### src/rtl/motor_seq_pkg.sv
// motor_seq_pkg: shared types for the per-wheel motor command sequencer.
// Holds the sequencer state encoding, the velocity word width and type,
// and the command clamp helper.
package motor_seq_pkg;

  localparam int VEL_W = 32;

  typedef logic signed [VEL_W-1:0] vel_t;

  typedef enum logic [1:0] {
    IDLE   = 2'd0,
    RUN    = 2'd1,
    STOP   = 2'd2,
    HALTED = 2'd3
  } seq_state_t;

  // Saturate a signed velocity to +/-lim (lim is positive).
  function automatic vel_t clamp_vel(input vel_t v, input vel_t lim);
    if (v > lim)  return lim;
    if (v < -lim) return -lim;
    return v;
  endfunction

endpackage

### src/rtl/slew_limiter.sv
// slew_limiter: combinational rate limiter.
// Returns tgt when it is within +/-step of cur; otherwise returns cur moved
// one step toward tgt. The difference is taken in VEL_W+1 bits so that
// opposite full-scale values cannot wrap. Also suitable for gain ramping.
module slew_limiter
  import motor_seq_pkg::*;
(
  input  logic signed [VEL_W-1:0] cur,
  input  logic signed [VEL_W-1:0] tgt,
  input  logic signed [VEL_W-1:0] step,
  output logic signed [VEL_W-1:0] nxt
);

  logic signed [VEL_W:0] diff;
  logic signed [VEL_W:0] step_x;

  // Pick the target, or one step toward it.
  // NOTE: every output of an always_comb gets a default on each path, or a latch is inferred.
  always_comb begin
    diff   = {tgt[VEL_W-1], tgt} - {cur[VEL_W-1], cur};
    step_x = {step[VEL_W-1], step};
    nxt    = tgt;
    if (diff > step_x || diff < -step_x) begin
      if (!diff[VEL_W]) nxt = cur + step;
      else              nxt = cur - step;
    end
  end

endmodule

### src/rtl/motor_cmd_sequencer.sv
// motor_cmd_sequencer: latches software velocity commands, slew-limits them
// on a fixed control tick, and enforces a command watchdog and an emergency
// stop before driving motor_ctrl.target_rot_v. One instance per wheel.
// Build option: MOTOR_CMD_SEQUENCER_HARD_STOP_EN makes estop zero the output
// on the next cycle and go straight to HALTED; watchdog stops still ramp.
module motor_cmd_sequencer
  import motor_seq_pkg::*;
#(
  parameter int unsigned CLK_FREQ  = 200_000_000,
  parameter int unsigned TICK_HZ   = 1000,
  parameter int unsigned STEP      = 16,
  parameter vel_t        VMAX      = 32'sd4096,
  parameter int unsigned WDT_TICKS = 500
) (
  input  logic                    clk,
  input  logic                    reset,
  input  logic signed [VEL_W-1:0] cmd_v,
  input  logic                    cmd_valid,
  input  logic                    estop,
  input  logic                    clear,
  output logic signed [VEL_W-1:0] out_v,
  output logic                    tick,
  output logic [1:0]              state,
  output logic                    wdt_expired
);

  localparam int unsigned TICK_DIV = CLK_FREQ / TICK_HZ;
  localparam int unsigned CNT_W    = (TICK_DIV > 1) ? $clog2(TICK_DIV) : 1;
  localparam int unsigned WDT_W    = $clog2(WDT_TICKS + 1);
  localparam logic [CNT_W-1:0] TICK_MAX = CNT_W'(TICK_DIV - 1);
  localparam logic [WDT_W-1:0] WDT_MAX  = WDT_W'(WDT_TICKS - 1);
  localparam vel_t STEP_V = vel_t'(STEP);

  seq_state_t       state_q, state_d;
  logic [CNT_W-1:0] tick_cnt;
  logic [WDT_W-1:0] wdt_cnt;
  vel_t             target, out_q, out_d, slew_tgt, slew_nxt;
  logic             wdt_hit, cmd_accept;

  assign tick = (tick_cnt == TICK_MAX);

  // The watchdog fires on the tick that would bring the count to WDT_TICKS.
  assign wdt_hit = (state_q == RUN) && tick && (wdt_cnt == WDT_MAX);

  // estop and expiry both outrank a coincident command.
  assign cmd_accept = cmd_valid && !estop && !wdt_hit &&
                      (state_q == IDLE || state_q == RUN);

  // Once a stop is decided, the ramp heads for zero from that same tick.
  assign slew_tgt = (state_q == RUN && !estop && !wdt_hit) ? target : '0;

  slew_limiter u_slew (
    .cur  (out_q),
    .tgt  (slew_tgt),
    .step (STEP_V),
    .nxt  (slew_nxt)
  );

  // Free-running control-tick divider, active in every state.
  // NOTE: reset is synchronous here; it is just the highest-priority branch on the clock edge.
  always_ff @(posedge clk) begin
    if (reset)     tick_cnt <= '0;
    else if (tick) tick_cnt <= '0;
    else           tick_cnt <= tick_cnt + 1'b1;
  end

  // FSM state register.
  // NOTE: sequential state uses non-blocking assignments so all registers update together.
  always_ff @(posedge clk) begin
    if (reset) state_q <= IDLE;
    else       state_q <= state_d;
  end

  // Next state and next output velocity; estop is tested before expiry.
  always_comb begin
    state_d = state_q;
    out_d   = out_q;
    case (state_q)
      IDLE: begin
        out_d = '0;
        if (estop)          state_d = HALTED;
        else if (cmd_valid) state_d = RUN;
      end
      RUN: begin
        if (tick) out_d = slew_nxt;
        if (estop) begin
`ifdef MOTOR_CMD_SEQUENCER_HARD_STOP_EN
          state_d = HALTED;
          out_d   = '0;
`else
          state_d = STOP;
`endif
        end else if (wdt_hit) begin
          state_d = STOP;
        end
      end
      STOP: begin
        if (out_q == '0) state_d = HALTED;
        else if (tick)   out_d   = slew_nxt;
      end
      HALTED: begin
        out_d = '0;
        if (clear && !estop) state_d = IDLE;
      end
      default: state_d = IDLE;
    endcase
  end

  // Output velocity, latched target, watchdog count and sticky expiry flag.
  always_ff @(posedge clk) begin
    if (reset) begin
      out_q       <= '0;
      target      <= '0;
      wdt_cnt     <= '0;
      wdt_expired <= 1'b0;
    end else begin
      out_q <= out_d;
      if (cmd_accept) target <= clamp_vel(cmd_v, VMAX);
      if (state_d != RUN || cmd_accept) wdt_cnt <= '0;
      else if (tick)                    wdt_cnt <= wdt_cnt + 1'b1;
      if (wdt_hit && !estop)                       wdt_expired <= 1'b1;
      else if (state_q == HALTED && clear && !estop) wdt_expired <= 1'b0;
    end
  end

  assign out_v = out_q;
  assign state = state_q;

endmodule

### config.mk
export PLATFORM = sky130hd
export DESIGN_NAME = motor_cmd_sequencer
export DESIGN_NICKNAME = d
export VERILOG_FILES = /design/src/rtl/motor_seq_pkg.sv /design/src/rtl/slew_limiter.sv /design/src/rtl/motor_cmd_sequencer.sv
export SDC_FILE = /design/constraint.sdc
export NUM_CORES = 1
export LEC_CHECK = 0
export ABC_AREA = 0
export CORE_UTILIZATION = 30
export DETAILED_ROUTE_END_ITERATION = 8
export PLACE_DENSITY_LB_ADDON = 0.1
export SLEW_MARGIN = 20
export SYNTH_ARGS = -nofsm -noshare
export SYNTH_HDL_FRONTEND = slang
export SYNTH_SLANG_ARGS = --single-unit
### constraint.sdc
create_clock -name clk -period 7.5 [get_ports clk]
set_clock_uncertainty 0.05 [all_clocks]
set_input_delay 1.5 -clock clk [delete_from_list [all_inputs] [get_ports clk]]
set_output_delay 1.5 -clock clk [all_outputs]
set_load 0.02 [all_outputs]
==> results_dict.tcl <==
set metrics [dict create \
    status "completed" \
    io_pins 73 \
    setup_viol 0 \
    clkSlewWorstSetupHoldPaths_ns 0.08 \
    postRouteAntennaNets 0 \
    die-area_um2 28800 \
    portBuffers 72 \
    synth_common_cells "110 x nand2_1, 109 x nor2_1, 94 x dfxtp_1" \
    cts_made_buffers 9 \
    synth_area_um2 8420 \
    hold_viol_final 0 \
    overflow 0 \
    dp.cells 1678 \
    cts_buffer_depth 2 \
    slew_headroom_pct 41.2 \
    setup_ws_ns 0.489 \
    synth_enable_flop_cells 0 \
    timing.final.crit_share_pct 93.5 \
    cts_root_buffer "clkbuf_16" \
    antenna_found_initial 0 \
    critPathMostFrequentCell "a21oi_1" \
    vias 8994 \
    grt_max_degree 51 \
    ys_types 78 \
    p_total_w 0.00373 \
    drive_gt1_share_pct 13.4 \
    rsz0062_at_grt "no" \
    yosysTopAreaCellShare_pct 22.3 \
    post_cts_buffers 0 \
    die_x_um 170 \
    synth_top_cells_by_area "dfxtp_1 22%, ha_1 9.4%, nand2_1 4.9%" \
    cpMaxStageDelayCell "or3_1" \
    drc_errors 0 \
    finalNonFillerCells 1695 \
    grt_pass1_vias 8643 \
    worst-setup-path-type "input port to register" \
    cp_data_required_time_ns 7.75 \
    yosysMostFrequentCell "nand2_1" \
    cts_hold_buf 0 \
    startpoint_type "input port" \
    leakage_nw 4.61 \
    core_um2 27300 \
    slew_viol_final 0 \
    cts_max_level 3 \
    die_h_um 170 \
    grtUsageMet1_pct 31.7 \
    finalCoreUtilization_pct 39.6 \
    busiest_layer "met2" \
    fill_cells 2915 \
    start_util_pct 30.9 \
    wirelength_um 30500 \
    dr.pass1.iters 5 \
    powerDensity_nw_per_um2 346 \
    syn-num-nets 1256 \
    arrival_ns 7.27 \
    grt_pass1_wl_um 48500 \
    place_congestion 0.908 \
    grtUsageTotal_pct 21.6 \
    vias_per_cell 5.31 \
    tns_ns 0 \
    fmax_ghz 0.143 \
    maxCapViolCount 0 \
    grt_use_met3_pct 2.61 \
    cts_tree "done" \
    yosysTopAreaCell "dfxtp_1" \
    fin_nets 1418 \
    synth-seq-cells 94 \
    synth_cells 1155 \
    cts.sinks 94 \
    met2_usage_pct 33.5 \
    avgSynthCellArea_um2 7.29 \
    cp-end-kind "register" \
    tightest_slew_ns 0.878 \
    critPathMaxStageDelay_ns 0.44 \
    min_period_ns 7.01 \
    ir_worst_vdd_mv 0.120 \
    rows 60 \
    synth-seq-area-share_pct 22.3 \
    ys.flop_type "dfxtp_1" \
    dpl_worst_slack_ns -0.483 \
    wire_per_inst_um 18.0 \
    path_max_fanout 27 \
    ys_warn_count 0 \
    async_flop_share_pct 0 \
    clkLatencyLatePin_ns 0.36 \
    area_growth_pct 28.2 \
    min_path_type "register to register" \
    drt_iter0_drc 497 \
    dp_hpwl_um 24300 \
]
per-layer routing:
| metal | part of all wire (%) | routed length (um) |
|---|---|---|
| met1 | 51 | 15600 |
| met5 | 0 | 0 |
| met2 | 44 | 13300 |
| met3 | 4.0 | 1230 |
| met4 | 1.2 | 365 |
timing repair:
| item | in CTS | in global routing |
|---|---|---|
| resized for setup | 3 | 8 |
| cloned | 0 | 0 |
| setup endpoints to repair | 3 | 11 |
| pin swaps | 0 | 3 |
metrics by stage:
stage | hold WS (ns) | instance area [um^2]
2_1_floorplan | 0.376 | 8440
3_3_place_gp | 0.388 | 10400
3_5_place_dp | 0.394 | 10400
4_1_cts | 0.403 | 10800
5_1_grt | 0.432 | 10800
6_report | 0.401 | 10800
final timing paths:
check / from / to / slack, ns / cells past startpoint
setup / recovery: estop / out_v[22] / 0.49 / 32
hold / removal: target[28] / target[28] / 0.40 / 2
setup reg to reg: tick_cnt[0] / out_v[22] / 0.92 / 30
hold reg to reg: target[28] / target[28] / 0.40 / 2
cell type report:
cell class	instances	area [um^2]	share of cell area, %
antenna	1	2.50	0.0232
clock buffer	9	225	2.09
clock inverter	7	114	1.05
inverter	53	199	1.84
multi-input combinational	954	6170	57.1
sequential	94	1880	17.4
tap	372	465	4.31
timing repair buffer	205	1740	16.1
critical path, delay by kind of cell:
kind	cells	cell delay (ns)
AO/OA/AOI/OAI	12	2.34
buffers and inverters	6	0.88
XOR/XNOR	1	0.08
AND/OR/NAND/NOR	10	1.70
adder cells (fa/ha/maj)	3	0.75
report_power, final:
group	leakage [nW]	total, W	internal (W)	switching [W]
Clock	0.165	0.000535	0.000301	0.000234
Combinational	3.69	0.00257	0.00119	0.00138
Sequential	0.763	0.000630	0.000544	0.0000860
cell usage in the layout (no fill, tap or decap), drive strengths merged, types with 15 or more instances in the layout:
| master | count |
|---|---|
| nor3 | 40 |
| or3 | 23 |
| and2 | 38 |
| nand3 | 58 |
| a21o | 46 |
| nor2 | 109 |
| xor2 | 31 |
| o21ai | 73 |
| clkdlybuf4s50 | 70 |
| inv | 56 |
| nand4 | 20 |
| ha | 63 |
| nand2 | 110 |
| buf | 134 |
| nand2b | 15 |
| a21oi | 81 |
| nor4 | 18 |
| xnor2 | 41 |
| dfxtp | 94 |
| a31oi | 16 |
registers in the layout (all words and copies together) (netlist names):
register and cells:
out_v 32, target 32, tick_cnt 18, wdt_cnt 9, state 2, wdt_expired 1
logic make-up after synthesis:
logic type / share of synthesized area, %
simple gates: 29.2
compound gates: 26.0
mux: 0.357
buf+inv: 5.07
flops: 22.3
fa+ha+maj: 9.60
xor+xnor: 7.49
(Power assumes the default switching activity.)
